<file path="config.mk">
export PLATFORM = sky130hd
export DESIGN_NAME = aux_stat_uart_tx
export DESIGN_NICKNAME = d
export VERILOG_FILES = /design/src/rtl/aux_stat_uart_tx_pkg.sv /design/src/rtl/aux_uart_byte_tx.sv /design/src/rtl/aux_stat_uart_tx.sv
export SDC_FILE = /design/constraint.sdc
export NUM_CORES = 1
export LEC_CHECK = 0
export ABC_AREA = 1
export CORE_MARGIN = 2
export CORE_UTILIZATION = 59
export CTS_BUF_LIST = sky130_fd_sc_hd__clkbuf_4 sky130_fd_sc_hd__clkbuf_8
export DETAILED_ROUTE_END_ITERATION = 6
export GPL_TIMING_DRIVEN = 0
export PLACE_DENSITY = 0.94
export SYNTH_ARGS = -nofsm -noshare
export SYNTH_HDL_FRONTEND = slang
export SYNTH_SLANG_ARGS = --single-unit
</file>
<file path="constraint.sdc">
create_clock -name clk -period 4.2 [get_ports clk]
set_input_delay 0.84 -clock clk [delete_from_list [all_inputs] [get_ports clk]]
set_output_delay 0.84 -clock clk [all_outputs]
set_load 0.01 [all_outputs]
</file>
<file path="src/rtl/aux_stat_uart_tx_pkg.sv">
// Shared constants and helpers for the performance-counter UART dump.
// Contents:
//   - ASCII codes used in the dump line (space, CR, LF, '0', 'A'-10)
//   - sequencer state encoding
//   - cnt_baud(): clk cycles per UART bit for a given clock and baud rate
//   - hex_char(): nibble -> uppercase ASCII hex digit
package aux_stat_uart_tx_pkg;

    localparam logic [7:0] ASCII_SPACE = 8'h20;
    localparam logic [7:0] ASCII_CR    = 8'h0D;
    localparam logic [7:0] ASCII_LF    = 8'h0A;
    localparam logic [7:0] ASCII_ZERO  = 8'h30;
    localparam logic [7:0] ASCII_A_M10 = 8'h37;  // 'A' - 10

    typedef enum logic [2:0] {
        SEQ_IDLE = 3'd0,
        SEQ_HEX  = 3'd1,
        SEQ_SEP  = 3'd2,
        SEQ_CR   = 3'd3,
        SEQ_LF   = 3'd4
    } seq_state_e;

    // Rounded clk cycles per bit, e.g. cnt_baud(100_000_000, 115_200) = 868.
    function automatic int unsigned cnt_baud(input int unsigned clk_hz,
                                             input int unsigned rate);
        return (clk_hz + (rate / 32'd2)) / rate;
    endfunction

    function automatic logic [7:0] hex_char(input logic [3:0] nib);
        logic [7:0] c;
        if (nib < 4'd10) begin
            c = ASCII_ZERO + {4'h0, nib};
        end else begin
            c = ASCII_A_M10 + {4'h0, nib};
        end
        return c;
    endfunction

endpackage

</file>
<file path="src/rtl/aux_uart_byte_tx.sv">
// UART 8N1 byte serializer with a valid/ready byte input.
// Ports:
//   clk, rst_n : clock, asynchronous active-low reset
//   data       : byte to send, taken when valid && ready
//   valid      : data holds a byte to send
//   ready      : high when idle, and in the last cycle of a stop bit so the
//                next byte's start bit follows with no gap
//   tx         : serial line (registered), idle high
module aux_uart_byte_tx #(
    parameter int unsigned BaudCnt = 868
) (
    input  logic       clk,
    input  logic       rst_n,
    input  logic [7:0] data,
    input  logic       valid,
    output logic       ready,
    output logic       tx
);

    localparam int unsigned BW = (BaudCnt > 1) ? $clog2(BaudCnt) : 1;
    localparam logic [BW-1:0] BAUD_LAST = BW'(BaudCnt - 1);

    logic [9:0]    shift_q, shift_d;
    logic [BW-1:0] baud_q, baud_d;
    logic [3:0]    bit_q, bit_d;
    logic          active_q, active_d;
    logic          tx_q, tx_d;
    logic          last_s;

    assign last_s = active_q && (baud_q == BAUD_LAST) && (bit_q == 4'd9);
    assign ready  = !active_q || last_s;
    assign tx     = tx_q;

    // Next-state logic: load a frame, advance bits every BaudCnt cycles, go idle.
    always_comb begin
        shift_d  = shift_q;
        baud_d   = baud_q;
        bit_d    = bit_q;
        active_d = active_q;
        tx_d     = tx_q;
        if (ready && valid) begin
            // shift_q[0] always mirrors the bit currently on the line
            shift_d  = {1'b1, data, 1'b0};
            baud_d   = '0;
            bit_d    = 4'd0;
            active_d = 1'b1;
            tx_d     = 1'b0;
        end else if (last_s) begin
            baud_d   = '0;
            bit_d    = 4'd0;
            active_d = 1'b0;
            tx_d     = 1'b1;
        end else if (active_q) begin
            if (baud_q == BAUD_LAST) begin
                baud_d  = '0;
                bit_d   = bit_q + 4'd1;
                shift_d = {1'b1, shift_q[9:1]};
                tx_d    = shift_q[1];
            end else begin
                baud_d  = baud_q + 1'b1;
            end
        end else begin
            tx_d = 1'b1;
        end
    end

    // State registers; tx resets high so the line idles immediately.
    always_ff @(posedge clk or negedge rst_n) begin
        if (!rst_n) begin
            shift_q  <= 10'h3FF;
            baud_q   <= '0;
            bit_q    <= 4'd0;
            active_q <= 1'b0;
            tx_q     <= 1'b1;
        end else begin
            shift_q  <= shift_d;
            baud_q   <= baud_d;
            bit_q    <= bit_d;
            active_q <= active_d;
            tx_q     <= tx_d;
        end
    end

endmodule

</file>
<file path="src/rtl/aux_stat_uart_tx.sv">
// Performance-counter dump transmitter. On an accepted start it snapshots
// WordCnt 32-bit words and sends them as one ASCII hex line over UART 8N1:
// "XXXXXXXX XXXXXXXX ... XXXXXXXX\r\n" (73 bytes for 8 words), word 0 first.
// Ports:
//   clk, rst_n : board clock, asynchronous active-low reset
//   start      : dump request, accepted only when idle and not in the done cycle
//   words      : word i = words[32*i+31 -: 32]
//   tx         : UART line, idle high
//   busy       : from the cycle after acceptance until the last stop bit ends
//   done       : one-cycle pulse in the cycle busy falls
module aux_stat_uart_tx
    import aux_stat_uart_tx_pkg::*;
#(
    parameter int unsigned BaudCnt = cnt_baud(32'd100_000_000, 32'd115_200),
    parameter int unsigned WordCnt = 8
) (
    input  logic                   clk,
    input  logic                   rst_n,
    input  logic                   start,
    input  logic [32*WordCnt-1:0]  words,
    output logic                   tx,
    output logic                   busy,
    output logic                   done
);

    seq_state_e            state_q, state_d;
    logic [2:0]            word_idx_q, word_idx_d;
    logic [2:0]            nib_idx_q, nib_idx_d;
    logic [32*WordCnt-1:0] snap_q, snap_d;
    logic                  busy_q, busy_d;
    logic                  done_q, done_d;
    logic [31:0]           cur_word_s;
    logic [7:0]            byte_s;
    logic                  valid_s;
    logic                  ready_s;

    assign cur_word_s = snap_q[{word_idx_q, 5'b00000} +: 32];
    assign busy       = busy_q;
    assign done       = done_q;

    // Sequencer: the state names the byte to present next, so the following
    // byte is already valid while the current one is shifting out.
    always_comb begin
        state_d    = state_q;
        word_idx_d = word_idx_q;
        nib_idx_d  = nib_idx_q;
        snap_d     = snap_q;
        busy_d     = busy_q;
        done_d     = 1'b0;
        byte_s     = 8'h00;
        valid_s    = 1'b0;
        case (state_q)
            SEQ_IDLE: begin
                if (busy_q) begin
                    // LF is on the line; finish when its stop bit ends
                    if (ready_s) begin
                        busy_d = 1'b0;
                        done_d = 1'b1;
                    end else begin
                        busy_d = 1'b1;
                    end
                end else if (start && !done_q) begin
                    // First char comes straight from words: the snapshot is
                    // only written at the end of this cycle.
                    snap_d     = words;
                    byte_s     = hex_char(words[31:28]);
                    valid_s    = 1'b1;
                    busy_d     = 1'b1;
                    word_idx_d = 3'd0;
                    nib_idx_d  = 3'd6;
                    state_d    = SEQ_HEX;
                end else begin
                    state_d = SEQ_IDLE;
                end
            end
            SEQ_HEX: begin
                byte_s  = hex_char(cur_word_s[{nib_idx_q, 2'b00} +: 4]);
                valid_s = 1'b1;
                if (ready_s) begin
                    if (nib_idx_q != 3'd0) begin
                        nib_idx_d = nib_idx_q - 3'd1;
                    end else if (word_idx_q == 3'(WordCnt - 1)) begin
                        state_d = SEQ_CR;
                    end else begin
                        state_d = SEQ_SEP;
                    end
                end else begin
                    state_d = SEQ_HEX;
                end
            end
            SEQ_SEP: begin
                byte_s  = ASCII_SPACE;
                valid_s = 1'b1;
                if (ready_s) begin
                    word_idx_d = word_idx_q + 3'd1;
                    nib_idx_d  = 3'd7;
                    state_d    = SEQ_HEX;
                end else begin
                    state_d = SEQ_SEP;
                end
            end
            SEQ_CR: begin
                byte_s  = ASCII_CR;
                valid_s = 1'b1;
                if (ready_s) begin
                    state_d = SEQ_LF;
                end else begin
                    state_d = SEQ_CR;
                end
            end
            SEQ_LF: begin
                byte_s  = ASCII_LF;
                valid_s = 1'b1;
                if (ready_s) begin
                    state_d = SEQ_IDLE;
                end else begin
                    state_d = SEQ_LF;
                end
            end
            default: begin
                state_d = SEQ_IDLE;
                busy_d  = 1'b0;
            end
        endcase
    end

    // Sequencer, snapshot and status registers.
    always_ff @(posedge clk or negedge rst_n) begin
        if (!rst_n) begin
            state_q    <= SEQ_IDLE;
            word_idx_q <= 3'd0;
            nib_idx_q  <= 3'd0;
            snap_q     <= '0;
            busy_q     <= 1'b0;
            done_q     <= 1'b0;
        end else begin
            state_q    <= state_d;
            word_idx_q <= word_idx_d;
            nib_idx_q  <= nib_idx_d;
            snap_q     <= snap_d;
            busy_q     <= busy_d;
            done_q     <= done_d;
        end
    end

    aux_uart_byte_tx #(
        .BaudCnt (BaudCnt)
    ) u_byte_tx (
        .clk   (clk),
        .rst_n (rst_n),
        .data  (byte_s),
        .valid (valid_s),
        .ready (ready_s),
        .tx    (tx)
    );

endmodule

</file>
==> impl_metrics.toml, run 1 <==
[status]
outcome = "finished, final reports clean"

[die]
fp.dieH_um = 160
io_pins = 262
fp.coreArea_um2 = 24100
die_area_um2 = 25500
rows = 57
initial_core_util_pct = 59.4
die_w_um = 160

[yosys]
synth-seq-cells = 291
synth_area_leaders = "dfrtp_1 (49%), nand2_1 (29%), nand3_1 (7.8%), dfstp_2 (1.7%), buf_2 (1.3%)"
yosysTopAreaCellShare_pct = 49.3
synth_area_um2 = 14300
synth-seq-area-share_pct = 50.9
netlist_instances = 1947
ys_warn_count = 0
synth_cell_type_count = 43
syn_avg_cell_area_um2 = 7.36
syn_nets = 2215
synth_top_area_cell = "dfrtp_1"

[clock_network]
cts_tree = "built"
cts_root_buffer = "clkbuf_8"
postCtsSetupBuffers = 0
post_cts_resized = 0
h-tree-depth = 2
numCtsBuffers = 47
clk_pin_slew_ns = 0.06
cts_sinks = 291
clk_path_buf_depth = 3
hold_buffers = 0
insertion_delay_ns = 0.59

[power_and_ir_drop]
power-per-cell-area_nw_per_um2 = 320
p_sw_mw = 1.30
intPower_mw = 4.60
totalPowerFinal_mw = 5.90
leakagePower_nw = 9.63
comb_power_share_pct = 5.5
peakVddDrop_mv = 0.258
p_sw_share_pct = 22.1
p_clk_share_pct = 47.1
seqPwrFrac_pct = 47.5

[detailed_routing]
antenna_left = 0
wl_um = 55100
wire_per_inst_um = 21.0
dr.first_iter.drc_count = 1883
drt-pass1-iter-count = 5
num_vias = 15300
viasPerCell = 5.85
drc = 0

[critical_path]
cpMostUsedCell = "nand2_1"
crit_arrival_ns = 3.54
crit_slowest_cell = "clkbuf_1"
cp_max_fo = 10
critical_path.endpoint_type = "register"
path_buf_inv = 4
critPathTopFamily = "buffers and inverters"
setup.worst_path.class = "in2reg"
start_kind = "input pin"
cpPeakStageDelay_ns = 0.54
crit_required_ns = 4.70
path_cells = "clkdlybuf4s50_1, nand3_1, nor2_1, nand2_2, inv_2, buf_2, clkbuf_1, nand2_1, nand2_1"

[place]
placed_cells = 2534
placed_area_um2 = 17400
post-dp-hpwl_um = 38900
io_buffers = 261
pre_cts_ws_ns = 0.746
place.gp.congestion = 1.02

[timing]
fmax_mhz = 329
grt_setup_unrepaired = "false"
slew_headroom_pct = 36.7
worst_pin_slew_ns = 0.950
drv_slew = 0
setup_viol = 0
post-route-min-period_ns = 3.04
skew_ns = 0.0231
layout_setup_ws_ns = 1.16
hold_viol = 0
fin_crit_sh_pct = 72.3

[grt]
antenna_found_initial = 0
grt_pass1_vias = 15100
grt_pass1_wl_um = 83300
grt.total_usage_pct = 43.0
grt_max_degree = 124
overflow = 0

[cells_and_area]
layout_commonest_cell = "nand2_1"
drive_gt1_share_pct = 8.20
nets = 2527
final_cells = 2617
nFillCells = 1686
syn2layout_area_growth_pct = 28.9
final_cell_mix = "nand2_1 (1,120), dfrtp_1 (282), clkdlybuf4s50_1 (260)"
diodes = 0
final_area_um2 = 18500

[hold_path]
hp-class = "in2async"

[job]
maxCapViolCount = 0
==> sequential cells by signal, indices dropped and copies added, names as in the netlist <==
signal and count:
u_byte_tx.active_q 1, u_byte_tx.shift_q 8, state_q 3, word_idx_q 3, u_byte_tx.baud_q 10, snap_q 256, u_byte_tx.tx 1, u_byte_tx.bit_q 4
done 1, nib_idx_q 3, busy 1
==> cells in the mapped netlist <==
cell type,number
nand2_2,5
buf_4,14
a211oi_1,4
dfrtp_1,282
nor2_2,2
o21ai_2,1
nor4_1,1
nand4_1,4
o21a_1,1
o41ai_1,1
or2_2,1
nand3_1,224
inv_1,39
a221oi_1,1
inv_6,1
nand2_4,2
o22ai_1,6
a21oi_1,23
o21ai_1,8
nand4_2,1
o211ai_1,2
nor3_2,2
buf_6,10
nor3_1,2
nor3_4,1
nor2_4,2
clkinv_1,2
nor2_1,36
nor3b_1,1
nand3_2,2
xor2_1,3
nand2_1,1120
a31oi_1,1
o21ai_0,23
xnor2_1,1
mux2i_1,1
a211oi_2,1
clkbuf_1,48
ha_1,9
inv_2,11
buf_2,37
dfstp_2,9
buf_1,2
==> metal layers <==
layer / global-route usage [%] / vias up / wire [µm]
met5: 0 / - / 0
met2: 65.3 / 1160 / 24200
met3: 12.3 / 315 / 6860
li1: - / 6720 / -
met1: 53.9 / 7105 / 19800
met4: 29.0 / 0 / 4220
==> final timing paths <==
kind	startpoint	end	slack, ns	cells past startpoint
max	start	snap_q[51]	1.16	9
min	rst_n	snap_q[223]	0.21	1
max reg2reg	word_idx_q[1]	u_byte_tx.shift_q[3]	1.24	17
min reg2reg	u_byte_tx.shift_q[1]	u_byte_tx.shift_q[1]	0.47	2
max in group asynchronous	rst_n	snap_q[117]	2.99	2
min in group clk	u_byte_tx.shift_q[1]	u_byte_tx.shift_q[1]	0.47	2
==> kinds of logic (layout without fill, tap and decap cells) <==
kind of cell               Yosys count  after routing  share of synthesized area, %
and+or+nand+nor                   1406           1406                          39.6
muxes                                1              1                        0.0699
buffers and inverters              164            510                          5.55
DFF                                291            291                          50.9
xor gates and xnor gates             4              4                         0.245
adders and majority gates            9              9                         0.786
AOI/OAI and AO/OA                   72             72                          2.83
==> metrics by stage <==
stage / setup TNS (ns) / hold WS, ns / util (%)
finish: 0 / 0.207 / 76.6
global route: 0 / 0.241 / 76.6
CTS: 0 / 0.228 / 76.6
detailed placement: 0 / 0.457 / 72.2
global placement: -2790.42 / 0.455 / 71.9
floorplan: 0 / 0.444 / -
==> final cells by class <==
class                   count  area, µm²  share of cell area, %
multi-input cells        1492       6240                   33.8
flip-flops and latches    291       7290                   39.5
repair buffers            263       2670                   14.5
plain buffers             111        591                   3.20
well taps                 324        405                   2.20
inverters                  53        204                   1.10
clock inverters             7       90.1                  0.488
clock buffers              76        971                   5.26
==> power by group through the flow <==
stage	Sequential [mW]	Clock (mW)	Combinational [mW]
after detailed placement	2.85	0	0.320
after CTS	2.80	2.75	0.323
after global placement	2.86	0	0.311
after global routing	2.80	2.89	0.343
after floorplan	2.86	0	0.00509
final	2.80	2.78	0.322
No activity file was read; power rests on OpenSTA's default activity.
==> run 2, diff against run 1 <==
--- a/config.mk
+++ b/config.mk
@@ -7,11 +7,11 @@
 export LEC_CHECK = 0
 export ABC_AREA = 1
 export CORE_MARGIN = 2
-export CORE_UTILIZATION = 59
+export CORE_UTILIZATION = 55
 export CTS_BUF_LIST = sky130_fd_sc_hd__clkbuf_4 sky130_fd_sc_hd__clkbuf_8
 export DETAILED_ROUTE_END_ITERATION = 6
 export GPL_TIMING_DRIVEN = 0
-export PLACE_DENSITY = 0.94
+export PLACE_DENSITY = 0.89
 export SYNTH_ARGS = -nofsm -noshare
 export SYNTH_HDL_FRONTEND = slang
 export SYNTH_SLANG_ARGS = --single-unit
==> constraint.sdc (replaced) <==
create_clock -name clk -period 2.8 [get_ports clk]
set_input_delay 0.56 -clock clk [delete_from_list [all_inputs] [get_ports clk]]
set_output_delay 0.56 -clock clk [all_outputs]
set_load 0.01 [all_outputs]
==> run 2 against run 1 <==
  * Via count down 2.7%
  * Combinational power grew 49%
  * Sequential share of layout area shrank 0.093 points
  * Setup slack worse by 1.1 ns
  * Wire length decreased by 4.2%
  * Critical path depth up 8
  * Power grew 49%
  * Critical path type is now reg2reg
==> impl_metrics.toml, run 2 (synthesized netlist as in run 1, its figures left out) <==
[status]
outcome = "finished, final reports clean"

[detailed_routing]
drc = 0
wire_per_inst_um = 20.1
drt-pass1-iter-count = 6
num_vias = 14900
wl_um = 52800
dr.first_iter.drc_count = 1914
viasPerCell = 5.66
antenna_left = 0

[die]
io_pins = 262
fp.coreArea_um2 = 25800
die_area_um2 = 27400
fp.dieH_um = 165
initial_core_util_pct = 55.4
die_w_um = 165
rows = 59

[critical_path]
crit_required_ns = 3.28
cp_max_fo = 10
setup.worst_path.class = "reg2reg"
critical_path.endpoint_type = "register"
rr_worst_depth = 17
crit_arrival_ns = 3.23
start_kind = "register"

[cells_and_area]
nets = 2526
drive_gt1_share_pct = 8.51
reg_top3 = "snap_q: 256 flops, u_byte_tx.baud_q: 10 flops, u_byte_tx.shift_q: 8 flops"
layout_commonest_cell = "nand2_1"
final_util_pct = 71.6
top_register = "snap_q"
final_area_um2 = 18500
final_cell_mix = "nand2_1 (1,120), dfrtp_1 (282), clkdlybuf4s50_1 (260)"
syn2layout_area_growth_pct = 29.2
largest_reg_flops = 256
diodes = 0

[clock_network]
cts_tree = "built"
clk_pin_slew_ns = 0.07
insertion_delay_ns = 0.57
h-tree-depth = 2
numCtsBuffers = 47
clk_path_buf_depth = 3
cts_root_buffer = "clkbuf_8"
cts_sinks = 291

[timing]
skew_ns = 0.0256
setup_viol = 0
slew_headroom_pct = 47.0
drv_slew = 0
grt_setup_unrepaired = "true"
post-route-min-period_ns = 2.74
fin_crit_sh_pct = 98.0
hold_viol = 0
worst_pin_slew_ns = 0.796
fmax_mhz = 364

[job]
maxCapViolCount = 0

[grt]
grt_pass1_wl_um = 79300
grt_max_degree = 127
antenna_found_initial = 1
grt.total_usage_pct = 39.1
grt_pass1_vias = 14600
overflow = 0

[power_and_ir_drop]
p_sw_mw = 1.89
power-per-cell-area_nw_per_um2 = 476
p_sw_share_pct = 21.5
leakagePower_nw = 9.66
seqPwrFrac_pct = 47.8
peakVddDrop_mv = 0.413
comb_power_share_pct = 5.5
totalPowerFinal_mw = 8.80
intPower_mw = 6.91
p_clk_share_pct = 46.8

[place]
place.gp.congestion = 0.985
io_buffers = 261
post-dp-hpwl_um = 38400
placed_area_um2 = 17400

[hold_path]
holdPathStages = 2
hp-class = "reg2reg"
-- run 2: changes by cell type in the layout (fill, tap and decap cells not counted), moves of 2 or more --
cell	previous run	this run
buf_4	14	9
nand3_2	2	4
clkbuf_8	64	60
clkbuf_1	48	44
nand3_1	224	222
buf_6	10	14
clkbuf_4	12	15
clkinv_2	3	5
buf_2	37	35
clkbuf_2	0	5
-- run 2: cell type report --
class	count	area (µm²)
Timing Repair Buffer	265	2690
Buffer	108	594
Fill cell	2031	7330
Multi-Input combinational cell	1492	6250
Inverter	53	204
Clock buffer	74	931
Clock inverter	9	123
Sequential cell	291	7290
Tap cell	335	419
-- run 2: layer usage --
metal	vias up	track usage, %	share of wire [%]
li1	6727	-	-
met1	6945	50.6	38
met2	981	61.5	45
met3	226	7.79	10
met4	2	23.3	6.6
met5	-	0	0.019
-- run 2: worst max-delay path, stage by stage (launching register included) --
cell and delay, ns:
dfrtp_1 0.39, buf_6 0.16, buf_6 0.17, buf_6 0.20, buf_6 0.20, nand2_1 0.07
nand3_1 0.17, nand3_1 0.15, a21oi_2 0.20, o211ai_1 0.11, nand2_1 0.12, inv_1 0.07
ha_2 0.32, nand3_1 0.07, nand3_1 0.08, nand2_1 0.07, nand2_1 0.07, nand2_1 0.05
-- run 2: what timing repair did --
| item | in CTS | in global routing |
|---|---|---|
| setup buffers | 0 | 1 |
| hold buffers | 1 | 0 |
| pin swaps | 0 | 1 |
| setup endpoints to repair | 1 | 19 |
| cloned | 0 | 0 |
| gates resized for setup | 0 | 18 |
| endpoints found under the hold margin | 45 | 0 |
-- run 2: power by group through the flow --
stage               logic, mW  registers, mW  clock network [mW]
finish                  0.481           4.21                4.12
floorplan             0.00764           4.28                   0
CTS                     0.485           4.21                4.10
global placement        0.469           4.29                   0
detailed placement      0.480           4.28                   0
global route            0.516           4.20                4.28
-- run 2: worst paths after layout --
check                                startpoint                   end  slack [ns]
max                               word_idx_q[0]  u_byte_tx.shift_q[2]        0.06
min                        u_byte_tx.shift_q[1]  u_byte_tx.shift_q[1]        0.47
max reg2reg                       word_idx_q[0]  u_byte_tx.shift_q[2]        0.06
min reg2reg                u_byte_tx.shift_q[1]  u_byte_tx.shift_q[1]        0.47
max in group asynchronous                 rst_n            state_q[1]        1.35
min in group asynchronous                 rst_n           snap_q[220]        0.49
-- run 2: metrics by stage --
step | std cells | hold WS [ns] | worst slack (ns) | TNS [ns]
final | 2627 | 0.470 | 0.0550 | 0
after floorplan | 1947 | 0.264 | 0.725 | 0
after global placement | 2543 | 0.454 | -10.94 | -3157.17
after detailed placement | 2545 | 0.459 | -0.359 | -22.90
after global routing | 2627 | 0.484 | -0.0156 | -0.0231
after CTS | 2628 | 0.471 | 0.0182 | 0
